`config.mk`:
```
export PLATFORM = sky130hd
export DESIGN_NAME = sevenseg_reader_flat
export DESIGN_NICKNAME = d
export VERILOG_FILES = /design/src/rtl/sevenseg_pkg.sv /design/src/rtl/sevenseg_reader_if.sv /design/src/rtl/sevenseg_pattern_decode.sv /design/src/rtl/sevenseg_reader.sv /design/src/flat_wrapper.sv
export SDC_FILE = /design/constraint.sdc
export NUM_CORES = 1
export LEC_CHECK = 0
export ABC_AREA = 1
export BUFFER_PORTS_ARGS = -buffer_cell sky130_fd_sc_hd__buf_2
export CAP_MARGIN = 20
export CORE_ASPECT_RATIO = 1.4
export CORE_MARGIN = 1.5
export CORE_UTILIZATION = 35
export DETAILED_ROUTE_END_ITERATION = 7
export MAX_ROUTING_LAYER = met4
export SLEW_MARGIN = 20
export SYNTH_ARGS = -nofsm -noshare
export SYNTH_HDL_FRONTEND = slang
export SYNTH_SLANG_ARGS = --single-unit
```
`constraint.sdc`:
```
create_clock -name clk -period 3.1 [get_ports clk]
set_input_delay 0.775 -clock clk [delete_from_list [all_inputs] [get_ports clk]]
set_output_delay 0.775 -clock clk [all_outputs]
set_load 0.02 [all_outputs]
```
`src/rtl/sevenseg_pkg.sv`:
```
// Shared constants and types for the seven-segment display reader.
// Segment bit order is abc_defg: bit 6 = a, bit 0 = g.
package sevenseg_pkg;

  localparam logic [6:0] SEG_0 = 7'b1111110;
  localparam logic [6:0] SEG_1 = 7'b0110000;
  localparam logic [6:0] SEG_2 = 7'b1101101;
  localparam logic [6:0] SEG_3 = 7'b1111001;
  localparam logic [6:0] SEG_4 = 7'b0110011;
  localparam logic [6:0] SEG_5 = 7'b1011011;
  localparam logic [6:0] SEG_6 = 7'b1011111;
  localparam logic [6:0] SEG_7 = 7'b1110000;
  localparam logic [6:0] SEG_8 = 7'b1111111;
  localparam logic [6:0] SEG_9 = 7'b1111011;
  localparam logic [6:0] SEG_OFF = 7'b0000000;

  localparam logic [3:0] CODE_BLANK   = 4'hE;
  localparam logic [3:0] CODE_INVALID = 4'hF;

  typedef enum logic {
    COLLECT,
    HOLD
  } state_e;

endpackage

```
`src/rtl/sevenseg_reader_if.sv`:
```
// Observed display lines in, decoded frame out with a valid/ready handshake.
// The reader is the slave side; the environment driving the lines is master.
interface sevenseg_reader_if;
  logic [6:0]  segments;
  logic [3:0]  digit_sel;
  logic        frame_ready;
  logic        frame_valid;
  logic [15:0] digits;
  logic [3:0]  err;

  modport slave (
    input  segments,
    input  digit_sel,
    input  frame_ready,
    output frame_valid,
    output digits,
    output err
  );

  modport master (
    output segments,
    output digit_sel,
    output frame_ready,
    input  frame_valid,
    input  digits,
    input  err
  );
endinterface

```
`src/rtl/sevenseg_pattern_decode.sv`:
```
// Maps a segment pattern to a digit code; unknown patterns flag err.
// An all-off pattern is a legal blank digit.
module sevenseg_pattern_decode
  import sevenseg_pkg::*;
(
  input  logic [6:0] segments,
  output logic [3:0] code,
  output logic       err
);

  always_comb begin
    code = CODE_INVALID;
    err  = 1'b1;
    case (segments)
      SEG_0:   begin code = 4'd0; err = 1'b0; end
      SEG_1:   begin code = 4'd1; err = 1'b0; end
      SEG_2:   begin code = 4'd2; err = 1'b0; end
      SEG_3:   begin code = 4'd3; err = 1'b0; end
      SEG_4:   begin code = 4'd4; err = 1'b0; end
      SEG_5:   begin code = 4'd5; err = 1'b0; end
      SEG_6:   begin code = 4'd6; err = 1'b0; end
      SEG_7:   begin code = 4'd7; err = 1'b0; end
      SEG_8:   begin code = 4'd8; err = 1'b0; end
      SEG_9:   begin code = 4'd9; err = 1'b0; end
      SEG_OFF: begin code = CODE_BLANK; err = 1'b0; end
      default: begin code = CODE_INVALID; err = 1'b1; end
    endcase
  end

endmodule

```
`src/rtl/sevenseg_reader.sv`:
```
// Debounces multiplexed seven-segment lines into a 4-digit frame and
// holds it on a valid/ready handshake until the consumer accepts it.
module sevenseg_reader
  import sevenseg_pkg::*;
#(
  parameter int STABLE = 4
) (
  input  logic             clk,
  input  logic             reset,
  sevenseg_reader_if.slave bus
);

  localparam int LW = $clog2(STABLE + 1);
  localparam logic [LW-1:0] L_MAX = LW'(STABLE);
  localparam logic [LW-1:0] L_ONE = LW'(1);

  state_e      state_q, state_d;
  logic [10:0] prev_q, prev_d;
  logic [LW-1:0] len_q, len_d;
  logic [3:0]  mask_q, mask_d;
  logic [15:0] shadow_q, shadow_d;
  logic [3:0]  shadow_err_q, shadow_err_d;
  logic [15:0] digits_q, digits_d;
  logic [3:0]  err_q, err_d;

  logic [10:0] cur;
  logic        onehot;
  logic        capture;
  logic [1:0]  pos;
  logic [3:0]  dec_code;
  logic        dec_err;

  sevenseg_pattern_decode u_decode (
    .segments (bus.segments),
    .code     (dec_code),
    .err      (dec_err)
  );

  assign cur    = {bus.digit_sel, bus.segments};
  assign onehot = $onehot(bus.digit_sel);

  // Saturating at STABLE makes the capture fire once per run.
  always_comb begin
    prev_d = cur;
    len_d  = '0;
    if (onehot) begin
      if (len_q != '0 && cur == prev_q)
        len_d = (len_q == L_MAX) ? L_MAX : len_q + L_ONE;
      else
        len_d = L_ONE;
    end
    capture = (len_d == L_MAX) && (len_q != L_MAX);
  end

  always_comb begin
    pos = 2'd0;
    unique case (bus.digit_sel)
      4'b0001: pos = 2'd0;
      4'b0010: pos = 2'd1;
      4'b0100: pos = 2'd2;
      4'b1000: pos = 2'd3;
      default: pos = 2'd0;
    endcase
  end

  always_comb begin
    state_d      = state_q;
    mask_d       = mask_q;
    shadow_d     = shadow_q;
    shadow_err_d = shadow_err_q;
    digits_d     = digits_q;
    err_d        = err_q;
    case (state_q)
      COLLECT: begin
        if (capture) begin
          shadow_d[4*pos +: 4] = dec_code;
          shadow_err_d[pos]    = dec_err;
          mask_d[pos]          = 1'b1;
          if (mask_d == 4'hF) begin
            state_d  = HOLD;
            digits_d = shadow_d;
            err_d    = shadow_err_d;
          end
        end
      end
      HOLD: begin
        if (bus.frame_ready) begin
          state_d = COLLECT;
          mask_d  = '0;
        end
      end
      default: state_d = COLLECT;
    endcase
  end

  always_ff @(posedge clk) begin
    if (reset) begin
      state_q      <= COLLECT;
      prev_q       <= '0;
      len_q        <= '0;
      mask_q       <= '0;
      shadow_q     <= {4{CODE_BLANK}};
      shadow_err_q <= '0;
      digits_q     <= {4{CODE_BLANK}};
      err_q        <= '0;
    end else begin
      state_q      <= state_d;
      prev_q       <= prev_d;
      len_q        <= len_d;
      mask_q       <= mask_d;
      shadow_q     <= shadow_d;
      shadow_err_q <= shadow_err_d;
      digits_q     <= digits_d;
      err_q        <= err_d;
    end
  end

  assign bus.frame_valid = (state_q == HOLD);
  assign bus.digits      = digits_q;
  assign bus.err         = err_q;

endmodule

```
`src/flat_wrapper.sv`:
```
// flat-port wrapper written by rule: the top's interface ports become plain ports
module sevenseg_reader_flat import sevenseg_pkg::*;
#(
  parameter int STABLE = 4
)
  (clk, reset, bus_segments, bus_digit_sel, bus_frame_ready, bus_frame_valid, bus_digits, bus_err);
  sevenseg_reader_if bus_i ();
  input  logic clk;
  input  logic reset;
  input wire logic [$bits(bus_i.segments)-1:0] bus_segments;
  input wire logic [$bits(bus_i.digit_sel)-1:0] bus_digit_sel;
  input wire logic [$bits(bus_i.frame_ready)-1:0] bus_frame_ready;
  output wire logic [$bits(bus_i.frame_valid)-1:0] bus_frame_valid;
  output wire logic [$bits(bus_i.digits)-1:0] bus_digits;
  output wire logic [$bits(bus_i.err)-1:0] bus_err;
  assign bus_i.segments = bus_segments;
  assign bus_i.digit_sel = bus_digit_sel;
  assign bus_i.frame_ready = bus_frame_ready;
  assign bus_frame_valid = bus_i.frame_valid;
  assign bus_digits = bus_i.digits;
  assign bus_err = bus_i.err;
  sevenseg_reader #(.STABLE(STABLE)) u_core (.clk(clk), .reset(reset), .bus(bus_i));
endmodule
```
# Yosys cells after proc, flatten, opt, wreduce, memory -nomap -nowiden
# Cells that the tools add are included.
# W data, S select, Z words.
dict set report word_totals {
  regBits 59
  in_bits 14
}
dict set report op_classes {
  add_sub_neg 5
  order_cmp 2
  eq_ne 21
  n_shift 2
  mux 17
  n_bitwise 2
  n_reduce_logical 9
}
# cell n
set ops {}
lappend ops {{$eq A7 B7 Y1 const B} 8}
lappend ops {{$pmux W4 S11} 1}
lappend ops {{$neg A4 Y34} 1}
lappend ops {{$shift A4 B34 Y16 const A} 1}
lappend ops {{$shiftx A4 B34 Y16} 1}
lappend ops {{$bwmux W16} 1}
lappend ops {{$eq A7 B6 Y1 const B} 2}
lappend ops {{$eq A11 B11 Y1} 1}
lappend ops {{$reduce_or A11 Y1} 1}
lappend ops {{$mux W3} 3}
lappend ops {{$eq A4 B4 Y1 const B} 2}
lappend ops {{$mux W4} 2}
lappend ops {{$pmux W4 S2} 1}
lappend ops {{$logic_not A7 Y1} 1}
lappend ops {{$eq A3 B3 Y1 const B} 2}
lappend ops {{$pmux W2 S3} 1}
lappend ops {{$mux W1} 5}
lappend ops {{$add A1 B1 Y2} 2}
lappend ops {{$bwmux W4} 1}
lappend ops {{$eq A4 B2 Y1 const B} 1}
lappend ops {{$eq A4 B3 Y1 const B} 1}
lappend ops {{$or A4 B4 Y4} 1}
lappend ops {{$reduce_and A2 Y1} 2}
lappend ops {{$add A3 B1 Y3 const B} 1}
lappend ops {{other kinds (13)} 15}

# Longest topological paths before layout
# Gate-level depths: netlist of run 1.
dict set report depth {
  word_depth 11
  depth_mapped 15
  mapped_depth_nobuf 14
}

# Modules after synthesis
# Synthesis of run 1 repeated with hierarchy kept, for this count alone.
dict set report hier_totals {
  cells_unflattened 499
  area_unflattened_um2 3298.2
}
# mod instances cells_per_inst area_each_um2
set by_module_without_submodules {}
lappend by_module_without_submodules {sevenseg_reader 1 435 3015.4}
lappend by_module_without_submodules {sevenseg_pattern_decode 1 64 282.8}

# Worst setup path before layout of run 1
# Ideal clock, no wire load.
dict set report synth_path {
  path_type {input-to-reg}
  start {input port bus_digit_sel[2]}
  end {register u_core.digits_q[13] (netlist: u_core.bus.digits[13])}
  setup_ns 0.115
  t_arrival_ns 2.907
  required_ns 2.985
  path_slack_ns 0.078
  cell_stages 13
  n_path_buf 1
  path_cell_list {inv_1 -> ha_1 -> ha_1 -> fa_1 -> nor3b_2 -> o211ai_1 -> nor2_1 -> inv_2 -> nor2_4 -> nand3_4 -> buf_2 -> a21oi_1 -> nand2_1}
}
dict set report synth_via {
  elab_chain_len 9
  elab_cells_between_ends 25
  cone_classes {3 x add/sub; 2 x order compare; 7 x eq/ne; 2 x shift; 6 x mux; 1 x bitwise; 4 x reduce/logical}
}
# element line_no
set synth_lines {}
lappend synth_lines {{from (decl)} flat_wrapper.sv:11} ;# input wire logic [$bits(bus_i.digit_sel)-1:0] bus_digit_sel;
lappend synth_lines {{$eq A4 B4 Y1 (tied with other cells)} sevenseg_reader.sv:57} ;# unique case (bus.digit_sel)
lappend synth_lines {{$pmux W2 S3} sevenseg_reader.sv:57}
lappend synth_lines {{$lt A2 B3 Y1 (not written as such) / $ge A2 B1 Y1 (equally long branches)} sevenseg_reader.sv:78} ;# mask_d[pos] = 1'b1;
lappend synth_lines {{$logic_and A1 B1 Y1 (not written as such)} sevenseg_reader.sv:78}
lappend synth_lines {{$mux W1 (not written as such)} sevenseg_reader.sv:78}
lappend synth_lines {{$demux W1 S2} -}
lappend synth_lines {{$or A4 B4 Y4 (no line)} -}
lappend synth_lines {{$eq A4 B4 Y1} sevenseg_reader.sv:79} ;# if (mask_d == 4'hF) begin
lappend synth_lines {{$reduce_and A3 Y1 (no line)} -}
lappend synth_lines {{to (signal assigned)} sevenseg_reader.sv:104} ;# digits_q <= {4{CODE_BLANK}};
lappend synth_lines {{to (signal assigned)} sevenseg_reader.sv:113} ;# digits_q <= digits_d;
lappend synth_lines {{to (decl)} sevenseg_reader.sv:23} ;# logic [15:0] digits_q, digits_d;
# Parallel ways exist; a longest one is shown, timed or not.
# A chain may end at the register's enable or synchronous reset.

# Final worst setup path of run 1
dict set report layout_path {
  start {input port bus_digit_sel[2]}
  end {register u_core.digits_q[4] (netlist: u_core.bus.digits[4])}
}
# Same word-level chain as after synthesis.

==> results of run 1 <==
==> cells in the mapped netlist, types with 6 or more instances <==
library cell    n
ha_1           17
inv_1          44
o21ai_0        13
nand2_1       173
dfxtp_1        59
nor3_1          6
nand3_1        17
clkbuf_1        7
nand4_1         8
nor2_1         64
a21oi_1        30
==> routing by layer <==
metal  GRT usage [%]  share of wire (%)  wire length [µm]  vias to the layer above
met2            30.6                 50              3630                       38
met4            8.47                1.6               113                        0
met1            19.7                 45              3240                     1321
met3            2.95                3.3               239                        8
li1                -                  -                 -                     1566
met5               -                  0                 0                        -
==> layout by cell type (no fill, tap or decap), types with 2 or more instances in the layout <==
cell / instances
nand2_1: 173
nor2_1: 64
dfxtp_1: 59
inv_1: 44
buf_2: 34
a21oi_1: 30
buf_4: 24
nand3_1: 17
ha_1: 17
o21ai_0: 13
clkbuf_16: 9
nand4_1: 8
nor3_1: 6
inv_2: 5
xnor2_1: 4
o21a_1: 3
clkinv_2: 3
nor2_2: 2
nand3_2: 2
clkbuf_1: 2
==> where the power goes <==
part	switching (µW)	total, µW	internal (µW)
registers	4.43	773	769
clock network	333	886	553
logic	105	170	64.5
total	443	1830	1390
==> cells by family after synthesis <==
family	synth area share (%)
buffers and inverters	8.33
AO/OA/AOI/OAI	8.13
AND/OR/NAND/NOR	36.7
flip-flops	38.2
XOR/XNOR	1.13
adder cells (fa/ha/maj)	7.52
==> metrics by stage <==
step                std cells  instance area (µm²)
floorplan                 469                 3090
global placement          618                 3520
detailed placement        618                 3520
CTS                       633                 3780
global route              633                 3780
finish                    633                 3780
==> worst max path at each step <==
stage	end	slack, ns	depth (start not counted)
floorplan	u_core.bus.digits[13]	0.08	13
global placement	u_core.bus.digits[0]	-0.05	15
detailed placement	u_core.bus.digits[4]	-0.07	15
CTS	u_core.bus.digits[4]	0.24	15
global route	u_core.bus.err[3]	0.02	15
finish	u_core.bus.digits[4]	0.27	15
==> flip-flops by register name, indices dropped and copies added, names as in the netlist <==
register                count
u_core.bus.digits          16
u_core.shadow_q            16
u_core.prev_q              11
u_core.bus.err              4
u_core.mask_q               4
u_core.shadow_err_q         4
u_core.len_q                3
u_core.bus.frame_valid      1
==> cell type report <==
cell class                 count  area, µm²
inverter                      49        184
timing repair buffer          59        370
fill                         941       4820
sequential                    59       1180
tap                          105        131
clock buffer                  12        246
clock inverter                 3       15.0
multi-input combinational    346       1660
==> worst reg2reg max path, stage by stage (launching register included) <==
cell and delay [ns]:
dfxtp_1 0.33, inv_1 0.06, ha_1 0.22, nand2_1 0.07, nand2_1 0.05, nor2_1 0.07, nand2_1 0.07, nor2_2 0.14
nand3_2 0.11, nor2_4 0.16, nand3_4 0.09, buf_4 0.20, nand2_1 0.08, nand2_1 0.04, nor2_1 0.13
==> flow_summary.toml, run 1 <==
[setup_path]
crit_required_ns = 3.36
critPathSlowestCell = "fa_1"
cp-start-kind = "input port"
r2r-end = "u_core.bus.digits[4]"
timing.critical_path.buf_inv = 4
cp_top_family = "adder cells"
path_cells = "buf_2, inv_1, ha_1, ha_1, fa_1, nor3b_2, o211ai_1, nor2_1, inv_2, nor2_4, nand3_4, buf_4, nand2_1, nand2_1, nor2_1"
crit_type = "input port to register"
ff2ff_path_depth = 14
max_stage_delay_ns = 0.45
r2r_start = "u_core.len_q[0]"
reg2reg_slack_ns = 1.22
end_kind = "register"
crit_path_max_fanout = 14
cp_data_arrival_time_ns = 3.09
worstSetupStartpoint = "bus_digit_sel[2]"

[drt]
drc = 0
num_vias = 2933
dr.pass1.iters = 4
via_per_inst = 4.63
wirelength_mm = 7.22
wl_per_cell_um = 11.4
drtAntennaViolNets = 0
drt_iter0_markers = 124

[yosys]
syn_avg_cell_area_um2 = 6.60
yosysTopAreaCell = "dfxtp_1"
synth_top_cells_by_area = "dfxtp_1, nand2_1, nor2_1"
yosysTopAreaCellShare_pct = 38.2
synth_top_flop_cell = "dfxtp_1"
ys_warn_count = 0
ys_types = 27
synthArstFlopShare_pct = 0
synth_edf_count = 0
synth_nets = 501
synth_seq_area_share_pct = 38.2
synth_cells = 469
ys_ff_latch = 59
synth_area_um2 = 3090

[global_route]
grt_pass1_wl_mm = 12.5
antenna_found_initial = 0
grt_use_total_pct = 17.9
grt_pass1_vias = 2909
grt_remaining_overflow = 0
grt_max_degree = 38

[floorplan]
ioPinCount = 35
placementRows = 40
fp.dieH_um = 114
start_util_pct = 35.9
dieArea_um2 = 9420
die_x_um = 82.5
core-area_um2 = 8610

[clock_tree]
clock-sinks = 59
clk_root_buffer_cell = "clkbuf_16"
htreeDepth = 3
post-cts-setup-buffers = 0
ctsHoldBuffers = 0
cts_resized = 0
clk_pin_slew_ns = 0.05
clockBufferDepth = 2
tritoncts = "built"
clk_latency_ns = 0.33
numCtsBuffers = 9

[timing]
setup_violations = 0
drv_slew = 0
fmax_mhz = 353
hold_ws_ns = 0.459
fin_tns_setup_ns = 0
rsz0062_at_grt = "no"
relSlewSlack_pct = 57.3
clock_skew_ns = 0.00568
fin_crit_ns = 2.83
tightestPinTransition_ns = 0.640
min_period_over_period_pct = 91.4
final.setup.worst_slack_ns = 0.266
finalHoldViolations = 0

[hold_path]
hold-path-endpoint = "u_core.shadow_q[2]"
hp-class = "register to register"
min_path_cells = 2
min_from = "u_core.shadow_q[2]"

[placement]
port_buffers = 34
place_congestion = 0.816
hpwlAfterDp_mm = 5.30
pre_cts_slack_ns = -0.0739

[power_and_ir_drop]
powerDensity_nw_per_um2 = 483
power_uw = 1830
p_leak_uw = 0.00183
ir_drop_v = 0.000261

[cells_and_area]
fin_util_pct = 44.0
post_route_cells_drive_above_1_share_pct = 15.9
antenna_cells = 0
syn2layout_area_growth_pct = 22.3
nets = 556

[flow_run]
maxCapViolCount = 0

[run_status]
outcome = "complete, no violations"
Power figures use the tool's default switching activity.
==> run 2: changes to the inputs <==
--- a/config.mk
+++ b/config.mk
@@ -10,9 +10,12 @@
 export CAP_MARGIN = 20
 export CORE_ASPECT_RATIO = 1.4
 export CORE_MARGIN = 1.5
-export CORE_UTILIZATION = 35
+export CORE_UTILIZATION = 45
+export CTS_BUF_LIST = sky130_fd_sc_hd__clkbuf_4 sky130_fd_sc_hd__clkbuf_8 sky130_fd_sc_hd__clkbuf_16
 export DETAILED_ROUTE_END_ITERATION = 7
+export HOLD_SLACK_MARGIN = 0.15
 export MAX_ROUTING_LAYER = met4
+export PLACE_DENSITY = 0.66
 export SLEW_MARGIN = 20
 export SYNTH_ARGS = -nofsm -noshare
 export SYNTH_HDL_FRONTEND = slang
==> flow_summary.toml, run 2 (synthesis gave the netlist of run 1 again) <==
[run_status]
outcome = "complete, no violations"

[setup_path]
crit_required_ns = 3.37
crit_type = "input port to register"
cp_top_family = "adder cells"
crit_path_max_fanout = 7
critPathSlowestCell = "fa_1"
cp-start-kind = "input port"
timing.critical_path.buf_inv = 5
cp_common_cell = "nor2_1"
path_cells = "buf_2, inv_1, ha_1, ha_1, fa_1, nor3b_2, o211ai_1, nor2_1, inv_2, nor2_4, nand3_4, inv_2, buf_4, nor2_1, nor2_1"
end_kind = "register"
cp_data_arrival_time_ns = 3.14
max_stage_delay_ns = 0.45

[power_and_ir_drop]
powerDensity_nw_per_um2 = 430
switching_share_pct = 25.3
power_uw = 1590
pwr-share-clk_pct = 40.9
p_leak_uw = 0.00180
pwr-share-seq_pct = 48.5
p_comb_share_pct = 10.7
p_int_uw = 1190
p_sw_uw = 402
ir_drop_v = 0.000352

[clock_tree]
clockBufferDepth = 2
clock-sinks = 59
clk_pin_slew_ns = 0.07
clk_latency_ns = 0.34
numCtsBuffers = 9
tritoncts = "built"
clk_root_buffer_cell = "clkbuf_8"
post-cts-setup-buffers = 0
htreeDepth = 3
cts_resized = 0
ctsHoldBuffers = 0

[global_route]
grt_max_degree = 38
antenna_found_initial = 0
grt_pass1_vias = 2804
grt_remaining_overflow = 0
grt_use_total_pct = 21.8
grt_pass1_wl_mm = 12.0

[cells_and_area]
antenna_cells = 0
design_area_um2 = 3700
post_route_cells_drive_above_1_share_pct = 16.0
nets = 554
n_fill_cell = 671
syn2layout_area_growth_pct = 19.5
layout_commonest_cell = "nand2_1"
final_cell_mix = "nand2_1, nor2_1, dfxtp_1"

[timing]
setup_violations = 0
relSlewSlack_pct = 54.4
min_period_over_period_pct = 92.4
drv_slew = 0
rsz0062_at_grt = "no"
final.setup.worst_slack_ns = 0.235
hold_ws_ns = 0.462
clock_skew_ns = 0.00729
fmax_mhz = 349
fin_crit_ns = 2.87
tightestPinTransition_ns = 0.683
finalHoldViolations = 0

[hold_path]
hp-class = "register to register"

[flow_run]
maxCapViolCount = 0

[floorplan]
start_util_pct = 46.8
placementRows = 35
dieArea_um2 = 7390
die_x_um = 73.1
core-area_um2 = 6610
ioPinCount = 35
fp.dieH_um = 101

[drt]
via_per_inst = 4.73
num_vias = 2926
wirelength_mm = 6.94
m1WireLength_mm = 3.01
wl_met3_um = 251
drt_iter0_markers = 73
wl_met2_mm = 3.56
drtAntennaViolNets = 0
dr.pass1.iters = 4
drc = 0
wl_per_cell_um = 11.2
dr.max_layer_used = "met4"

[placement]
hpwlAfterDp_mm = 4.96
port_buffers = 34
place_congestion = 0.831
place_area_um2 = 3520
pre_cts_slack_ns = -0.111
[run 2: changes by cell type in the layout (fill, tap and decap cells not counted), sizes merged]
cell / delta
clkinv: -1
clkbuf: +1
buf: -2
[run 2: per-stage QoR]
stage,setup TNS [ns],cells,utilization (%)
after floorplan,0,469,-
after CTS,0,618,55.9
after detailed placement,-2.00,603,53.2
final,0,618,55.9
after global placement,-0.747,603,53.2
after global routing,0,618,55.9
[run 2: area by class of cell]
type,instances,area (µm²),area share (%)
clock buffer,13,173,4.67
clock inverter,2,10.0,0.271
inverter,49,184,4.97
multi-input combinational,346,1660,44.8
sequential,59,1180,31.9
tap,92,115,3.11
timing repair buffer,57,380,10.3
[run 2: layer usage]
layer,track usage (%),up-vias
met1,23.4,1319
li1,-,1555
met5,-,-
met3,5.20,8
met4,8.85,0
met2,38.0,44
[run 2: final timing paths]
| path | cells after the start | startpoint | slack (ns) | end |
|---|---|---|---|---|
| max reg2reg | 14 | u_core.len_q[0] | 1.19 | u_core.bus.err[1] |
| min | 2 | u_core.bus.digits[10] | 0.46 | u_core.bus.digits[10] |
| max | 15 | bus_digit_sel[2] | 0.23 | u_core.bus.err[1] |
| min reg2reg | 2 | u_core.bus.digits[10] | 0.46 | u_core.bus.digits[10] |
[run 2: worst reg2reg max path, cell delays in order (launching register included)]
cell	delay [ns]
dfxtp_1	0.33
inv_1	0.06
ha_1	0.22
nand2_1	0.08
nand2_1	0.05
nor2_1	0.08
nand2_1	0.07
nor2_2	0.13
nand3_2	0.11
nor2_4	0.18
nand3_4	0.11
inv_2	0.16
buf_4	0.16
nor2_1	0.04
nor2_1	0.10
[run 2: power groups by stage]
stage | sequential [µW] | clock [µW] | combinational (µW)
6_report | 771 | 651 | 170
5_1_grt | 772 | 692 | 197
4_1_cts | 771 | 668 | 172
3_5_place_dp | 788 | 0 | 169
3_3_place_gp | 788 | 0 | 169
2_1_floorplan | 788 | 0 | 108
==> run 3: changes to the inputs <==
--- a/config.mk
+++ b/config.mk
@@ -16,6 +16,7 @@
 export HOLD_SLACK_MARGIN = 0.15
 export MAX_ROUTING_LAYER = met4
 export PLACE_DENSITY = 0.66
+export REMOVE_ABC_BUFFERS = 1
 export SLEW_MARGIN = 20
 export SYNTH_ARGS = -nofsm -noshare
 export SYNTH_HDL_FRONTEND = slang
==> flow_summary.toml, run 3 (synthesis gave the netlist of run 1 again) <==
[run_status]
outcome = "complete, no violations"

[clock_tree]
clock-sinks = 59
clk_root_buffer_cell = "clkbuf_8"
post-cts-setup-buffers = 0
cts_resized = 0
ctsHoldBuffers = 0
tritoncts = "built"
numCtsBuffers = 9
clk_pin_slew_ns = 0.06
clk_latency_ns = 0.33
htreeDepth = 3
clockBufferDepth = 2

[drt]
drc = 0
num_vias = 2888
via_per_inst = 4.69
wirelength_mm = 6.72
drtAntennaViolNets = 0
wl_per_cell_um = 10.9
drt_iter0_markers = 179
dr.pass1.iters = 5

[placement]
place_area_um2 = 3500
place_congestion = 0.878
hpwlAfterDp_mm = 4.89
port_buffers = 34

[floorplan]
die_x_um = 73.1
placementRows = 35
core-area_um2 = 6610
fp.dieH_um = 101
dieArea_um2 = 7390
start_util_pct = 46.8
ioPinCount = 35

[cells_and_area]
post_route_cells_drive_above_1_share_pct = 15.6
design_area_um2 = 3680
final_cell_mix = "nand2_1, nor2_1, dfxtp_1"
nets = 552
syn2layout_area_growth_pct = 19.0
n_fill_cell = 656
antenna_cells = 0
layout_commonest_cell = "nand2_1"

[hold_path]
hp-class = "register to register"
min_path_cells = 2
min_from = "u_core.bus.digits[15]"
hold-path-endpoint = "u_core.bus.digits[15]"

[setup_path]
r2r_start = "u_core.len_q[0]"
crit_type = "input port to register"
max_stage_delay_ns = 0.44
crit_required_ns = 3.32
cp-start-kind = "input port"
crit_path_max_fanout = 18
critPathSlowestCell = "fa_1"
reg2reg_slack_ns = 1.20
end_kind = "register"
path_cells = "buf_2, inv_1, ha_1, ha_1, fa_1, nor3b_2, o211ai_1, nor2_1, inv_2, nor2_4, nand3_4, buf_4, nor2_1, nor2_1"
r2r-end = "u_core.bus.digits[12]"
worstSetupStartpoint = "bus_digit_sel[2]"
ff2ff_path_depth = 13
cp_common_cell = "nor2_1"
cp_data_arrival_time_ns = 3.04

[timing]
min_period_over_period_pct = 90.8
fmax_mhz = 355
clock_skew_ns = 0.00563
rsz0062_at_grt = "no"
relSlewSlack_pct = 54.6
drv_slew = 0
tightestPinTransition_ns = 0.680
setup_violations = 0
finalHoldViolations = 0
fin_crit_ns = 2.82
hold_ws_ns = 0.463

[flow_run]
maxCapViolCount = 0

[global_route]
grt_pass1_wl_mm = 11.8
grt_pass1_vias = 2786
antenna_found_initial = 0
grt_use_total_pct = 21.3
grt_max_degree = 38
grt_remaining_overflow = 0

[power_and_ir_drop]
ir_drop_v = 0.000283
powerDensity_nw_per_um2 = 429
power_uw = 1580
p_leak_uw = 0.00178
-- run 3: changes by cell type in the layout (fill, tap and decap cells not counted) --
cell	previous run	this run
buf_4	20	18
-- run 3: cell type report --
class | instances | area (µm²) | share of cell area (%)
multi-input cells | 346 | 1660 | 44.9
well taps | 92 | 115 | 3.12
clock inverters | 2 | 10.0 | 0.272
flip-flops and latches | 59 | 1180 | 32.1
repair buffers | 55 | 365 | 9.92
inverters | 49 | 184 | 4.99
clock buffers | 13 | 173 | 4.69
-- run 3: worst max-delay path by stage --
stage	cells after the start	end
CTS	14	u_core.bus.digits[13]
finish	14	u_core.bus.digits[12]
floorplan	14	u_core.bus.digits[0]
global route	14	u_core.bus.digits[15]
global placement	14	u_core.bus.digits[7]
detailed placement	14	u_core.bus.digits[13]
-- run 3: power breakdown --
| part | switching (µW) | total, µW | internal [µW] |
|---|---|---|---|
| combinational | 103 | 166 | 63.7 |
| sequential | 4.32 | 772 | 767 |
| clock | 284 | 642 | 357 |
| total | 391 | 1580 | 1190 |
-- run 3: metrics by stage --
stage	setup slack [ns]	cells	TNS [ns]	utilization (%)
2_1_floorplan	-0.427	454	-10.73	-
3_3_place_gp	-0.0311	601	-0.449	52.9
3_5_place_dp	-0.0721	601	-0.973	52.9
4_1_cts	0.289	616	0	55.7
5_1_grt	0.0864	616	0	55.7
6_report	0.285	616	0	55.7
-- run 3: metal layers --
metal | part of all wire, % | track usage (%) | vias to the layer above | routed length, µm
met5 | 0 | - | - | 0
met4 | 1.1 | 10.2 | 0 | 74
met3 | 5.2 | 3.40 | 7 | 351
met2 | 50 | 36.4 | 61 | 3380
met1 | 43 | 23.6 | 1267 | 2920
li1 | - | - | 1553 | -
-- run 3: worst max-delay path: cells and delay by family --
family	cells	cell delay, ns
adder cells (fa/ha/maj)	3	0.93
AND/OR/NAND/NOR	6	0.80
buffers and inverters	4	0.42
AO/OA/AOI/OAI	1	0.13
